<file path="src/rtl/imm12_encoder_if.sv">
// Handshake and result bundle for the imm12 encoder.
// The master side presents a 32-bit constant and takes the result.
// The slave side is the encoder itself.
interface imm12_encoder_if;
  logic        in_valid;
  logic        in_ready;
  logic [31:0] value;
  logic        out_valid;
  logic        out_ready;
  logic [11:0] imm12;
  logic        encodable;
  logic        inverted;
  logic        busy;

  modport master (
    output in_valid, value, out_ready,
    input  in_ready, out_valid, imm12, encodable, inverted, busy
  );

  modport slave (
    input  in_valid, value, out_ready,
    output in_ready, out_valid, imm12, encodable, inverted, busy
  );
endinterface

</file>
<file path="src/rtl/imm12_encoder.sv">
// Iterative encoder for data-processing immediates.
// Searches for {rotate_imm, imm8} such that ROR(imm8, 2*rotate_imm) == value,
// testing one rotation per clock and always reporting the smallest rotation.
// Optional feature macro: IMM_INV_EN -- when defined, a failed first pass
// retries with ~value and flags a hit there as inverted (MVN form).
module imm12_encoder (
  input logic            clk,
  input logic            rst,
  imm12_encoder_if.slave bus
);

  typedef enum logic [1:0] {
    IDLE   = 2'd0,
    SEARCH = 2'd1,
    DONE   = 2'd2
  } state_t;

  state_t      r_state;
  logic [31:0] r_val;
  logic [3:0]  r_rotCnt;
  logic        r_outValid;
  logic [11:0] r_imm12;
  logic        r_encodable;
`ifdef IMM_INV_EN
  logic        r_pass;
  logic        r_inverted;
`endif

  // ROL(r_val, 2*rot) is taken as a 32-bit window of the value concatenated
  // with itself; the low two bits of the second copy are never reachable
  // (max rotation is 30), so they are left out of the concatenation.
  logic [61:0] w_dbl;
  logic [5:0]  w_top;
  logic [31:0] w_rol;
  logic        w_hit;

  assign w_dbl = {r_val, r_val[31:2]};
  assign w_top = 6'd61 - {1'b0, r_rotCnt, 1'b0};
  assign w_rol = w_dbl[w_top -: 32];
  assign w_hit = (w_rol[31:8] == 24'd0);

  // Main search FSM with registered result outputs.
  always_ff @(posedge clk) begin
    if (rst) begin
      r_state     <= IDLE;
      r_rotCnt    <= 4'd0;
      r_outValid  <= 1'b0;
      r_imm12     <= 12'h000;
      r_encodable <= 1'b0;
`ifdef IMM_INV_EN
      r_pass      <= 1'b0;
      r_inverted  <= 1'b0;
`endif
    end else begin
      case (r_state)
        IDLE: begin
          if (bus.in_valid) begin
            r_val    <= bus.value;
            r_rotCnt <= 4'd0;
`ifdef IMM_INV_EN
            r_pass   <= 1'b0;
`endif
            r_state  <= SEARCH;
          end
        end

        SEARCH: begin
          if (w_hit) begin
            r_imm12     <= {r_rotCnt, w_rol[7:0]};
            r_encodable <= 1'b1;
`ifdef IMM_INV_EN
            r_inverted  <= r_pass;
`endif
            r_outValid  <= 1'b1;
            r_state     <= DONE;
          end else if (r_rotCnt != 4'd15) begin
            r_rotCnt <= r_rotCnt + 4'd1;
`ifdef IMM_INV_EN
          end else if (!r_pass) begin
            r_val    <= ~r_val;
            r_pass   <= 1'b1;
            r_rotCnt <= 4'd0;
`endif
          end else begin
            r_imm12     <= 12'h000;
            r_encodable <= 1'b0;
`ifdef IMM_INV_EN
            r_inverted  <= 1'b0;
`endif
            r_outValid  <= 1'b1;
            r_state     <= DONE;
          end
        end

        DONE: begin
          if (bus.out_ready) begin
            r_outValid <= 1'b0;
            r_state    <= IDLE;
          end
        end

        default: begin
          r_outValid <= 1'b0;
          r_state    <= IDLE;
        end
      endcase
    end
  end

  // Handshake status decodes straight from state; results come from registers.
  assign bus.in_ready  = (r_state == IDLE);
  assign bus.busy      = (r_state == SEARCH);
  assign bus.out_valid = r_outValid;
  assign bus.imm12     = r_imm12;
  assign bus.encodable = r_encodable;
`ifdef IMM_INV_EN
  assign bus.inverted  = r_inverted;
`else
  assign bus.inverted  = 1'b0;
`endif

endmodule
</file>
<file path="src/flat_wrapper.sv">
// flat-port wrapper written by rule: the top's interface ports become plain ports
module imm12_encoder_flat 
  (clk, rst, bus_in_valid, bus_value, bus_out_ready, bus_in_ready, bus_out_valid, bus_imm12, bus_encodable, bus_inverted, bus_busy);
  imm12_encoder_if bus_i ();
  input logic clk;
  input logic rst;
  input wire logic [$bits(bus_i.in_valid)-1:0] bus_in_valid;
  input wire logic [$bits(bus_i.value)-1:0] bus_value;
  input wire logic [$bits(bus_i.out_ready)-1:0] bus_out_ready;
  output wire logic [$bits(bus_i.in_ready)-1:0] bus_in_ready;
  output wire logic [$bits(bus_i.out_valid)-1:0] bus_out_valid;
  output wire logic [$bits(bus_i.imm12)-1:0] bus_imm12;
  output wire logic [$bits(bus_i.encodable)-1:0] bus_encodable;
  output wire logic [$bits(bus_i.inverted)-1:0] bus_inverted;
  output wire logic [$bits(bus_i.busy)-1:0] bus_busy;
  assign bus_i.in_valid = bus_in_valid;
  assign bus_i.value = bus_value;
  assign bus_i.out_ready = bus_out_ready;
  assign bus_in_ready = bus_i.in_ready;
  assign bus_out_valid = bus_i.out_valid;
  assign bus_imm12 = bus_i.imm12;
  assign bus_encodable = bus_i.encodable;
  assign bus_inverted = bus_i.inverted;
  assign bus_busy = bus_i.busy;
  imm12_encoder u_core (.clk(clk), .rst(rst), .bus(bus_i));
endmodule
</file>
<file path="config.mk">
export PLATFORM = sky130hd
export DESIGN_NAME = imm12_encoder_flat
export DESIGN_NICKNAME = d
export VERILOG_FILES = /design/src/rtl/imm12_encoder_if.sv /design/src/rtl/imm12_encoder.sv /design/src/flat_wrapper.sv
export SDC_FILE = /design/constraint.sdc
export NUM_CORES = 1
export LEC_CHECK = 0
export BUFFER_PORTS_ARGS = -buffer_cell sky130_fd_sc_hd__buf_2
export CAP_MARGIN = 15
export CELL_PAD_IN_SITES_DETAIL_PLACEMENT = 2
export CELL_PAD_IN_SITES_GLOBAL_PLACEMENT = 2
export CORE_MARGIN = 2
export CORE_UTILIZATION = 37
export CTS_CLUSTER_SIZE = 24
export DETAILED_ROUTE_END_ITERATION = 6
export HOLD_SLACK_MARGIN = 0.02
export PLACE_DENSITY = 0.88
export SLEW_MARGIN = 20
export SYNTH_ARGS = -nofsm -noshare
export SYNTH_HDL_FRONTEND = slang
export SYNTH_SLANG_ARGS = --single-unit
</file>
<file path="constraint.sdc">
create_clock -name clk -period 4.2 [get_ports clk]
set_input_delay 0.84 -clock clk [delete_from_list [all_inputs] [get_ports clk]]
set_output_delay 0.84 -clock clk [all_outputs]
set_load 0.02 [all_outputs]
</file>
==> impl_metrics.ini <==
[outcome]
status = completed

[synth]
synthTopCellsByCount = edfxtp_1, nor2_1, mux2i_1
synth_flop_cell = edfxtp_1
synth.distinct_cells = 57
synth_mux_area_share_pct = 23.16
ys.warnings.count = 0
synth_nets = 358
synth_edf_count = 32
async_flop_share_pct = 0
synth_top_family_by_area = multiplexers
synthesis.area_um2 = 3436
synth_seq_area_share_pct = 39.62
yosysTopAreaCellShare_pct = 27.97
ys_ff_latch = 52
synth_compound_area_share_pct = 16.86
synth_cells = 321
yosysMostFrequentCell = edfxtp_1
synth_fa_ha_area_share_pct = 0.3642
yosysTopAreaCell = edfxtp_1
synth_area_leaders = edfxtp_1, mux4_2, dfxtp_1
synth_xor_xnor_area_share_pct = 1.020
synth.avg_cell_area_um2 = 10.70
synthSimpleGateAreaFrac_pct = 13.62

[power_and_ir_drop]
p_leak_nw = 1.468
power.share.switching_pct = 28.49
p_per_area_nw_per_um2 = 305.8
vdd_ir_drop_max_uv = 152.6
pwr-share-comb_pct = 22.0
p_int_uw = 853.1
pwr-share-seq_pct = 48.7
switchingPower_uw = 340.0
p_clk_share_pct = 29.3

[sta]
max_clock_freq_mhz = 262.0
period_needed_ns = 3.816
fin_tns_setup_ns = 0
finalClockSkew_ns = 0.01009
max_slew.worst_pin.slew_ns = 1.013
hold_viol_final = 0
drv_slew = 0
finalCritPeriodShare_pct = 90.86
grt_setup_unrepaired = no
hold_slack_ns = 0.4778
finalSetupViolCount = 0
slew_headroom_pct = 31.97

[clock_tree]
path_clk_slew_ns = 0.10
clock_sinks = 52
clock_latency_ns = 0.32
root_buffer = clkbuf_8
clockBufferDepth = 2
cts_hold_buf = 0
htreeDepth = 2
post_cts_resized = 0
postCtsSetupRepairBufs = 0
cts_tree = yes
cts_buffers = 5

[global_route]
grt_pass1_vias = 3106
grt_usage_pct = 22.77
grt_pass1_wl_um = 17480
grt_start_max_net_pins = 33
antenna_found_initial = 0
grt.overflow.total = 0

[place]
io_buffers = 51
place.gp.congestion = 0.9655
hpwl_um = 8435

[worst_setup_path]
max_stage_delay_ns = 0.76
end_kind = flip-flop
critPathLaunchType = flip-flop
cp.arrival_ns = 4.08
path_buf_inv = 1
cp_cell_sequence = ha_2 -> buf_4 -> mux2i_1 -> mux2i_1 -> nor4_1 -> a211oi_1 -> a211oi_1 -> nand4_2 -> nor3_4 -> a22o_1
worstPathRequired_ns = 4.46
slowest_stage = ha_2
cp_top_family = simple AND/OR/NAND/NOR gates
critPathKind = flip-flop to flip-flop
path_max_fanout = 24

[floorplanning]
die_w_um = 100.4
row_count = 35
start_util_pct = 37.72
core_um2 = 9109
die-area_um2 = 10070
io_pins = 53
fp.dieH_um = 100.4

[final_layout]
fin_nets = 405
fillers = 991
syn_to_final_growth_pct = 13.55
post_route_cells_drive_above_1_share_pct = 28.46
insertedDiodeCount = 0

[routing]
wl_per_cell_um = 22.55
ant_nets = 0
vias = 2885
dr.pass1.iters = 4
remaining_drc_errors = 0
via_per_inst = 6.010
first_iter_violations = 169
wl_um = 10830

[worst_hold_path]
hold_class = flip-flop to flip-flop

[job]
drv_cap = 0
cell families after synthesis:
group                    after synthesis
adder cells (fa/ha/maj)                1
flip-flops                            52
buffers and inverters                 33
multiplexers                          54
AO/OA/AOI/OAI                         77
AND/OR/NAND/NOR                       99
other                                  1
XOR/XNOR                               4
worst paths after layout:
kind | startpoint | end | slack, ns | cells after the start
setup / recovery | u_core.r_rotCnt[1] | u_core.bus.imm12[8] | 0.38 | 10
hold / removal | u_core.bus.imm12[2] | u_core.bus.imm12[2] | 0.48 | 1
setup reg to reg | u_core.r_rotCnt[1] | u_core.bus.imm12[8] | 0.38 | 10
hold reg to reg | u_core.bus.imm12[2] | u_core.bus.imm12[2] | 0.48 | 1
per-stage QoR:
stage | power (mW) | setup slack, ns | std cells | area [µm²] | util [%]
global route | 1.243 | 0.2218 | 480 | 3901 | 42.83
global placement | 0.8405 | 0.5842 | 472 | 3794 | 41.65
floorplan | 0.7747 | 0.3244 | 321 | 3436 | -
finish | 1.193 | 0.3839 | 480 | 3901 | 42.83
CTS | 1.198 | 0.4488 | 480 | 3901 | 42.83
detailed placement | 0.8527 | 0.4902 | 472 | 3794 | 41.65
registers in the layout, summed over array words and instances, names as in the netlist:
name                  flops
u_core.bus.encodable      1
u_core.bus.imm12         12
u_core.bus.out_valid      1
u_core.r_rotCnt           4
u_core.r_state            2
u_core.r_val             32
worst register-to-register path, stage by stage, from the launching register on:
cell and delay (ns):
dfxtp_1 0.40, ha_2 0.76, buf_4 0.27, mux2i_1 0.37, mux2i_1 0.21, nor4_1 0.31, a211oi_1 0.13, a211oi_1 0.39
nand4_2 0.28, nor3_4 0.44, a22o_1 0.21
cell usage in the layout (no fill, tap or decap), drive strengths merged, types with 3 or more instances in the layout:
cell type   n
xnor2       3
buf        65
nor3       14
nor2       31
inv         8
a22o       14
edfxtp     32
o31ai       3
a31oi       7
nand3       9
dfxtp      20
nand4       4
a21oi      12
mux2        4
o21ai       8
a211oi      7
mux4       20
or2         3
a2111oi     3
clkbuf      6
mux2i      30
nand2      28
a32oi       3
final cells by class:
class | count | area (µm²) | share of cell area (%)
clock buffers | 6 | 72.57 | 1.860
clock inverters | 2 | 35.03 | 0.8980
inverters | 8 | 30.03 | 0.7697
multi-input cells | 236 | 1902 | 48.75
flip-flops and latches | 52 | 1363 | 34.93
well taps | 111 | 138.9 | 3.560
repair buffers | 65 | 360.3 | 9.237
power groups by stage:
stage | Combinational, mW | Sequential (mW) | Clock [mW]
4_1_cts | 0.262 | 0.581 | 0.355
5_1_grt | 0.288 | 0.584 | 0.371
3_5_place_dp | 0.260 | 0.593 | 0
3_3_place_gp | 0.250 | 0.591 | 0
6_report | 0.262 | 0.581 | 0.349
2_1_floorplan | 0.191 | 0.584 | 0
metal layers:
layer | vias up | track usage [%] | wire, µm
met5 | - | 0 | 0
met4 | 0 | 7.903 | 292
met3 | 21 | 3.552 | 584
met2 | 96 | 39.29 | 5362
met1 | 1425 | 29.07 | 4586
li1 | 1343 | - | -
(Power assumes the default switching activity.)
